===== config.mk =====
export PLATFORM = sky130hd
export DESIGN_NAME = regfile_access_ctrl
export DESIGN_NICKNAME = d
export VERILOG_FILES = /design/src/rtl/regfile_access_ctrl.sv
export SDC_FILE = /design/constraint.sdc
export NUM_CORES = 1
export LEC_CHECK = 0
export CORE_MARGIN = 2
export CORE_UTILIZATION = 45
export CTS_BUF_LIST = sky130_fd_sc_hd__clkbuf_4
export DETAILED_ROUTE_END_ITERATION = 12
export GPL_TIMING_DRIVEN = 0
export PLACE_DENSITY = 0.93
export SYNTH_ARGS = -nofsm -noshare
export SYNTH_HDL_FRONTEND = slang
export SYNTH_SLANG_ARGS = --single-unit

===== constraint.sdc =====
create_clock -name clk -period 5.6 [get_ports clk]
set_input_delay 0.56 -clock clk [delete_from_list [all_inputs] [get_ports clk]]
set_output_delay 0.56 -clock clk [all_outputs]
set_load 0.05 [all_outputs]

===== src/rtl/regfile_access_ctrl.sv =====
// regfile_access_ctrl: arbitrates read/write requesters onto a strobe/ack register file with timeouts
module regfile_access_ctrl #(
   parameter int NUM_RD  = 2,
   parameter int REG_SZ  = 32,
   parameter int TIMEOUT = 16
) (
   input  logic                clk,
   input  logic                rst,
   input  logic [NUM_RD-1:0]   rd_req,
   input  logic [NUM_RD*5-1:0] rd_idx,
   output logic [NUM_RD-1:0]   rd_done,
   output logic [REG_SZ-1:0]   rd_data,
   input  logic                wr_req,
   input  logic [4:0]          wr_idx,
   input  logic [REG_SZ-1:0]   wr_data,
   output logic                wr_done,
   output logic                err,
   output logic                rf_re,
   output logic                rf_we,
   output logic [4:0]          rf_r_idx,
   output logic [4:0]          rf_w_idx,
   output logic [REG_SZ-1:0]   rf_din,
   input  logic [REG_SZ-1:0]   rf_dout,
   input  logic                rf_rack,
   input  logic                rf_wack
);
   localparam int GW = NUM_RD > 1 ? $clog2(NUM_RD) : 1;
   localparam int CW = $clog2(TIMEOUT + 1);
   typedef enum logic [2:0] {IDLE, RD_WAIT, RD_REL, WR_WAIT, WR_REL, DONE} state_t;
   state_t            state_q, state_d;
   logic [GW-1:0]     ptr_q, ptr_d, g_q, g_d, rr_g, cand;
   logic [CW-1:0]     cnt_q, cnt_d;
   logic              last_wr_q, last_wr_d, rr_hit, to;
   logic [NUM_RD-1:0] rd_done_d;
   logic [REG_SZ-1:0] rd_data_d, rf_din_d;
   logic              wr_done_d, err_d, rf_re_d, rf_we_d;
   logic [4:0]        rf_r_idx_d, rf_w_idx_d;
   logic [4:0]        idx_a [NUM_RD];
   for (genvar i = 0; i < NUM_RD; i++) begin : g_idx
      assign idx_a[i] = rd_idx[5*i +: 5];
   end
   // descending scan so the requester closest to the pointer wins
   always_comb begin
      rr_hit = 1'b0;
      rr_g   = ptr_q;
      cand   = '0;
      for (int k = NUM_RD - 1; k >= 0; k--) begin
         cand = GW'((int'(ptr_q) + k) % NUM_RD);
         if (rd_req[cand]) begin
            rr_hit = 1'b1;
            rr_g   = cand;
         end
      end
   end
   assign to = cnt_q == CW'(TIMEOUT - 1);
   always_comb begin
      state_d    = state_q;
      ptr_d      = ptr_q;
      g_d        = g_q;
      last_wr_d  = last_wr_q;
      rd_done_d  = '0;
      wr_done_d  = 1'b0;
      err_d      = 1'b0;
      rd_data_d  = rd_data;
      rf_re_d    = rf_re;
      rf_we_d    = rf_we;
      rf_r_idx_d = rf_r_idx;
      rf_w_idx_d = rf_w_idx;
      rf_din_d   = rf_din;
      case (state_q)
         IDLE: begin
            if (wr_req && !(last_wr_q && rr_hit)) begin
               rf_w_idx_d = wr_idx;
               rf_din_d   = wr_data;
               rf_we_d    = 1'b1;
               state_d    = WR_WAIT;
            end else if (rr_hit) begin
               g_d        = rr_g;
               rf_r_idx_d = idx_a[rr_g];
               if (idx_a[rr_g] != 5'd0) begin
                  rf_re_d = 1'b1;
                  state_d = RD_WAIT;
               end else begin
                  rd_data_d        = '0;
                  rd_done_d[rr_g]  = 1'b1;
                  state_d          = DONE;
               end
            end
         end
         RD_WAIT: begin
            if (rf_rack) begin
               rd_data_d = rf_dout;
               rf_re_d   = 1'b0;
               state_d   = RD_REL;
            end else if (to) begin
               rf_re_d        = 1'b0;
               rd_data_d      = '0;
               rd_done_d[g_q] = 1'b1;
               err_d          = 1'b1;
               state_d        = DONE;
            end
         end
         RD_REL: begin
            if (!rf_rack || to) begin
               rd_done_d[g_q] = 1'b1;
               err_d          = rf_rack;
               rd_data_d      = rf_rack ? '0 : rd_data;
               state_d        = DONE;
            end
         end
         WR_WAIT: begin
            if (rf_wack) begin
               rf_we_d = 1'b0;
               state_d = WR_REL;
            end else if (to) begin
               rf_we_d   = 1'b0;
               wr_done_d = 1'b1;
               err_d     = 1'b1;
               state_d   = DONE;
            end
         end
         WR_REL: begin
            if (!rf_wack || to) begin
               wr_done_d = 1'b1;
               err_d     = rf_wack;
               state_d   = DONE;
            end
         end
         DONE: begin
            // wr_done is high here exactly when the finishing access was a write
            last_wr_d = wr_done;
            ptr_d     = wr_done ? ptr_q : (g_q == GW'(NUM_RD - 1) ? '0 : g_q + 1'b1);
            state_d   = IDLE;
         end
         default: state_d = IDLE;
      endcase
      cnt_d = (state_d != state_q || state_q == IDLE || state_q == DONE) ? '0 : cnt_q + 1'b1;
   end
   always_ff @(posedge clk) begin
      if (rst) begin
         state_q   <= IDLE;
         ptr_q     <= '0;
         g_q       <= '0;
         cnt_q     <= '0;
         last_wr_q <= 1'b0;
         rd_done   <= '0;
         rd_data   <= '0;
         wr_done   <= 1'b0;
         err       <= 1'b0;
         rf_re     <= 1'b0;
         rf_we     <= 1'b0;
         rf_r_idx  <= '0;
         rf_w_idx  <= '0;
         rf_din    <= '0;
      end else begin
         state_q   <= state_d;
         ptr_q     <= ptr_d;
         g_q       <= g_d;
         cnt_q     <= cnt_d;
         last_wr_q <= last_wr_d;
         rd_done   <= rd_done_d;
         rd_data   <= rd_data_d;
         wr_done   <= wr_done_d;
         err       <= err_d;
         rf_re     <= rf_re_d;
         rf_we     <= rf_we_d;
         rf_r_idx  <= rf_r_idx_d;
         rf_w_idx  <= rf_w_idx_d;
         rf_din    <= rf_din_d;
      end
   end
endmodule

Word-level counts from Yosys, hierarchy flattened
Cells that the tools add are included.
{ "word_totals": {"out_inout_bits": 80, "register_bits": 91, "word_cells": 123, "input_bits": 86} }
{ "op_classes": {"order_cmp": 7, "add_sub_neg": 3, "reduce_logical": 23, "n_bitwise": 3, "n_eq_ne": 16, "n_mux": 57} }
{ "ops": {"columns": ["op", "n"], "rows": [
  ["32-bit 2-to-1 mux", 7],
  ["32-bit case mux with 3 select lines", 1],
  ["1-bit 2-to-1 mux", 24],
  ["3-bit 2-to-1 mux", 8],
  ["5-bit 2-to-1 mux", 3],
  ["3-bit case mux with 5 select lines", 1],
  ["2-bit != test (second input constant)", 7],
  ["2-bit 2-to-1 mux", 6],
  ["1-bit by 2-bit less-than comparator with 1-bit output (second input constant)", 4],
  ["7-bit AND reduction", 1],
  ["3-bit by 2-bit equality test with 1-bit output (second input constant)", 2],
  ["3-bit equality test (second input constant)", 2],
  ["3-bit != test (second input constant)", 2],
  ["1-bit case mux with 2 select lines", 3],
  ["2-bit case mux with 3 select lines", 1],
  ["3-bit AND reduction", 2],
  ["5-bit by 1-bit adder with 5-bit output (second input constant)", 1],
  ["5-bit by 4-bit equality test with 1-bit output (second input constant)", 1],
  ["5-bit AND reduction", 1],
  ["5-bit nonzero test", 1],
  ["1-bit logical AND", 4],
  ["1-bit logical OR", 4],
  ["1-bit case mux with 4 select lines", 1],
  ["2-bit AND reduction", 2],
  ["other kinds (13)", 20]
]} }

Depth between registers and ports, before layout
{ "logic_depth": {"depth_word": 18, "mapped_depth": 9} }

Worst setup path after synthesis
No wires, ideal clock.
{ "synth_timing": {"kind": "input to register", "from": "input port rd_req[0]", "to": "register rd_data[0]", "arrival_time_ns": 2.220, "path_stages": 8, "path_buffers": 2, "path_slack_ns": 3.262, "cell_sequence": "inv_2 -> maj3_2 -> buf_6 -> mux2i_1 -> nand4_1 -> a2111o_1 -> buf_6 -> a32o_2"} }
{ "synth_via": {"elab_chain_cells": 11, "elab_cells_between_ends": 20} }
{ "synth_rtl": {"columns": ["item", "line", "source"], "rows": [
  ["start: declaration", "9", "input logic [NUM_RD-1:0] rd_req,"],
  ["1-bit 2-to-1 mux (not written as such) (2 in series)", "49", "if (rd_req[cand]) begin"],
  ["1-bit 2-to-1 mux (2 in series)", "49", null],
  ["1-bit NOT with 2-bit output (not written as such)", "80", "if (idx_a[rr_g] != 5'd0) begin"],
  ["5-bit 2-to-1 mux (not written as such) (3 in series)", "80", null],
  ["5-bit nonzero test", "80", null],
  ["2-bit != test (no source line)", null, null],
  ["7-bit AND reduction (no source line) *", null, null],
  ["end signal: assignment", "162", "rd_data <= rd_data_d;"],
  ["end: declaration", "12", "output logic [REG_SZ-1:0] rd_data,"]
]} }
Mark *: on every way between the ends. The rest lies on a longest branch, timed or not. The select of a mux whose other input is x is not followed.
A chain may end at the register's enable or synchronous reset.

Final worst setup path
{ "layout_timing": {"from": "input port rd_req[0]", "to": "register rd_data[12]"} }
Same word-level chain as after synthesis.

==> results.sh <==
export IMPL_die_area_sq_mm=0.008382
export IMPL_drt_pass1_iter_count=4
export IMPL_final_nets=642
export IMPL_status="complete, no violations"
export IMPL_drt_iter0_markers=225
export IMPL_clock_path_buffers=2
export IMPL_post_cts_buffers=0
export IMPL_slew_viol_final=0
export IMPL_hold_class="reg2reg"
export IMPL_yosysMostFrequentCell="dfxtp_1"
export IMPL_hold_viol=0
export IMPL_endpoint="rd_data[12]"
export IMPL_io_pin_count=166
export IMPL_synth_seq_cells=91
export IMPL_rows=31
export IMPL_grt_max_degree=17
export IMPL_num_fill_cells=532
export IMPL_cts_hold_buf=0
export IMPL_r2r_end="rf_w_idx[1]"
export IMPL_start_util=0.4706
export IMPL_power_per_cell_area_mw_per_mm2=343.0
export IMPL_overflow=0
export IMPL_worstSetupPathType="in2reg"
export IMPL_diodes=0
export IMPL_ys_flop_type="dfxtp_1"
export IMPL_ir_drop_mv=0.1934
export IMPL_die_w_microns=91.56
export IMPL_fin_skew_ns=0.01694
export IMPL_worst_pin_slew_ns=0.6756
export IMPL_drc_errors=0
export IMPL_rrSetupSlack_ns=3.17
export IMPL_area_growth_pct=56.04
export IMPL_crit_start="rd_req[0]"
export IMPL_ys_top_cells_by_count="91 x dfxtp_1, 83 x nand2_1, 55 x a21oi_1"
export IMPL_antenna_found_initial=0
export IMPL_insertion_delay_ns=0.42
export IMPL_post_drt_wl_per_cell_microns=15.34
export IMPL_post_cts_resized=0
export IMPL_root_buffer="clkbuf_4"
export IMPL_grt_setup_unrepaired="false"
export IMPL_period_share=0.4884
export IMPL_port_buffers=164
export IMPL_maxCapViolations=0
export IMPL_grt_pass1_wl_microns=16890
export IMPL_layoutNonFillerInstCount=658
export IMPL_start_kind="primary input"
export IMPL_gp_congestion=0.8404
export IMPL_synthCells=379
export IMPL_post_dp_hpwl_microns=7766
export IMPL_ys_warnings_count=0
export IMPL_cp_arrival_ns=3.05
export IMPL_final_setup_tns_ns=0
export IMPL_finalPower_mw=1.846
export IMPL_antenna_left=0
export IMPL_grt_util_all_layers=0.2472
export IMPL_synth_distinct_cells=40
export IMPL_syn_avg_cell_area_sq_um=9.102
export IMPL_async_reset_ff_frac=0
export IMPL_synth_fp_nets=467
export IMPL_yosys_top_cells_area="dfxtp_1 53%, a32o_2 10%, nand2_1 9.0%"
export IMPL_coreArea_sq_mm=0.007331
export IMPL_r2r_start="state_q[2]"
export IMPL_grt_pass1_vias=3597
export IMPL_pre_cts_ws_ns=2.441
export IMPL_finalWirelength_microns=10100
export IMPL_required_ns=5.92
export IMPL_setup_viol=0
export IMPL_synth_edf_count=0
export IMPL_p_leak_nw=2.118
export IMPL_cp_end_kind="register"
export IMPL_worstRegToRegCells=6
export IMPL_ys_seq_area_frac=0.5281
export IMPL_drive_above_1_share=0.1002
export IMPL_min_period_ns=2.735
export IMPL_syn_area_sq_mm=0.003450
export IMPL_slew_headroom=0.5461
export IMPL_dr_total_vias=3482
export IMPL_synth_top_area_share=0.5281
export IMPL_path_clk_slew_ns=0.15
export IMPL_viasPerCell=5.292
export IMPL_numCtsBuffers=9
export IMPL_h_tree_depth=3
export IMPL_synth_top_cell_by_area="dfxtp_1"
export IMPL_place_inst=642
export IMPL_fin_ws_ns=2.865
export IMPL_cts_tree="built"
export IMPL_chipHeight_microns=91.56
export IMPL_cp_max_fo=10
export IMPL_max_freq_mhz=365.6
export IMPL_clock_sinks=91
[worst min path at each step]
stage	end	start	cells after the start
4_1_cts	rf_din[24]	rf_din[24]	2
3_3_place_gp	cnt_q[0]	cnt_q[0]	1
2_1_floorplan	cnt_q[0]	cnt_q[0]	1
5_1_grt	rf_din[28]	rf_din[28]	2
3_5_place_dp	rf_din[24]	rf_din[24]	2
6_report	rf_din[24]	rf_din[24]	2
[state kept, by name, indices dropped and copies added (netlist names)]
name	count
cnt_q	5
err	1
g_q	1
last_wr_q	1
ptr_q	1
rd_data	32
rd_done	2
rf_din	32
rf_r_idx	5
rf_re	1
rf_w_idx	5
rf_we	1
state_q	3
wr_done	1
[final cells by class]
cell class / count / area [sq um] / share of cell area
sequential: 91 / 1822 / 0.3384
tap: 99 / 123.9 / 0.02301
buffer: 30 / 142.6 / 0.02650
multi-input combinational: 250 / 1455 / 0.2703
clock buffer: 9 / 67.56 / 0.01255
timing repair buffer: 164 / 1642 / 0.3050
clock inverter: 7 / 100.1 / 0.01860
inverter: 8 / 30.03 / 0.005579
[layer usage]
| layer | GRT usage | part of all wire | up-vias | wire, microns |
|---|---|---|---|---|
| met2 | 0.4424 | 0.50 | 170 | 5053 |
| met3 | 0.07552 | 0.095 | 17 | 958 |
| met1 | 0.2725 | 0.39 | 1602 | 3888 |
| met4 | 0.09343 | 0.019 | 0 | 195 |
| li1 | - | - | 1693 | - |
| met5 | 0 | 0 | - | 0 |
[stage by stage]
step	utilization	hold slack, ns	cell area [sq um]
after floorplan	-	0.4179	3450
final	0.7343	0.4662	5383
after CTS	0.7343	0.4651	5383
after detailed placement	0.7114	0.4458	5215
after global routing	0.7343	0.4791	5383
after global placement	0.7114	0.4303	5215
[cell families (layout without fill, tap and decap cells)]
logic type / after synthesis / count (layout) / synth area share
AND/OR/NAND/NOR: 128 / 128 / 0.1534
AO/OA/AOI/OAI: 111 / 111 / 0.2343
flip-flops: 91 / 91 / 0.5281
buffers and inverters: 38 / 218 / 0.05005
multiplexers: 6 / 6 / 0.01850
adder cells (fa/ha/maj): 3 / 3 / 0.01052
XOR/XNOR: 2 / 2 / 0.005079
[power breakdown]
part / switching, mW / internal, mW / leakage [nW]
logic: 0.428 / 0.252 / 1.29
registers: 0.0375 / 0.715 / 0.741
clock network: 0.228 / 0.185 / 0.0861
total: 0.694 / 1.15 / 2.12
[worst max-delay path, cell delays in order]
cell             delay (ns)
clkdlybuf4s50_1        0.54
inv_2                  0.05
maj3_2                 0.32
buf_6                  0.15
mux2i_1                0.28
nand4_1                0.14
a2111o_1               0.56
buf_6                  0.19
a32o_2                 0.26
[cell usage in the layout, fill, tap and decap left out, drive strengths merged, types with 3 or more instances in the layout]
master,n
and3,3
nand3,5
clkinv,3
a21oi,55
nor2b,3
nor2,24
dfxtp,91
clkbuf,33
buf,6
o21ai,7
inv,9
clkdlybuf4s50,164
a32o,32
mux2i,6
nand2,83
Power figures use the tool's default switching activity.
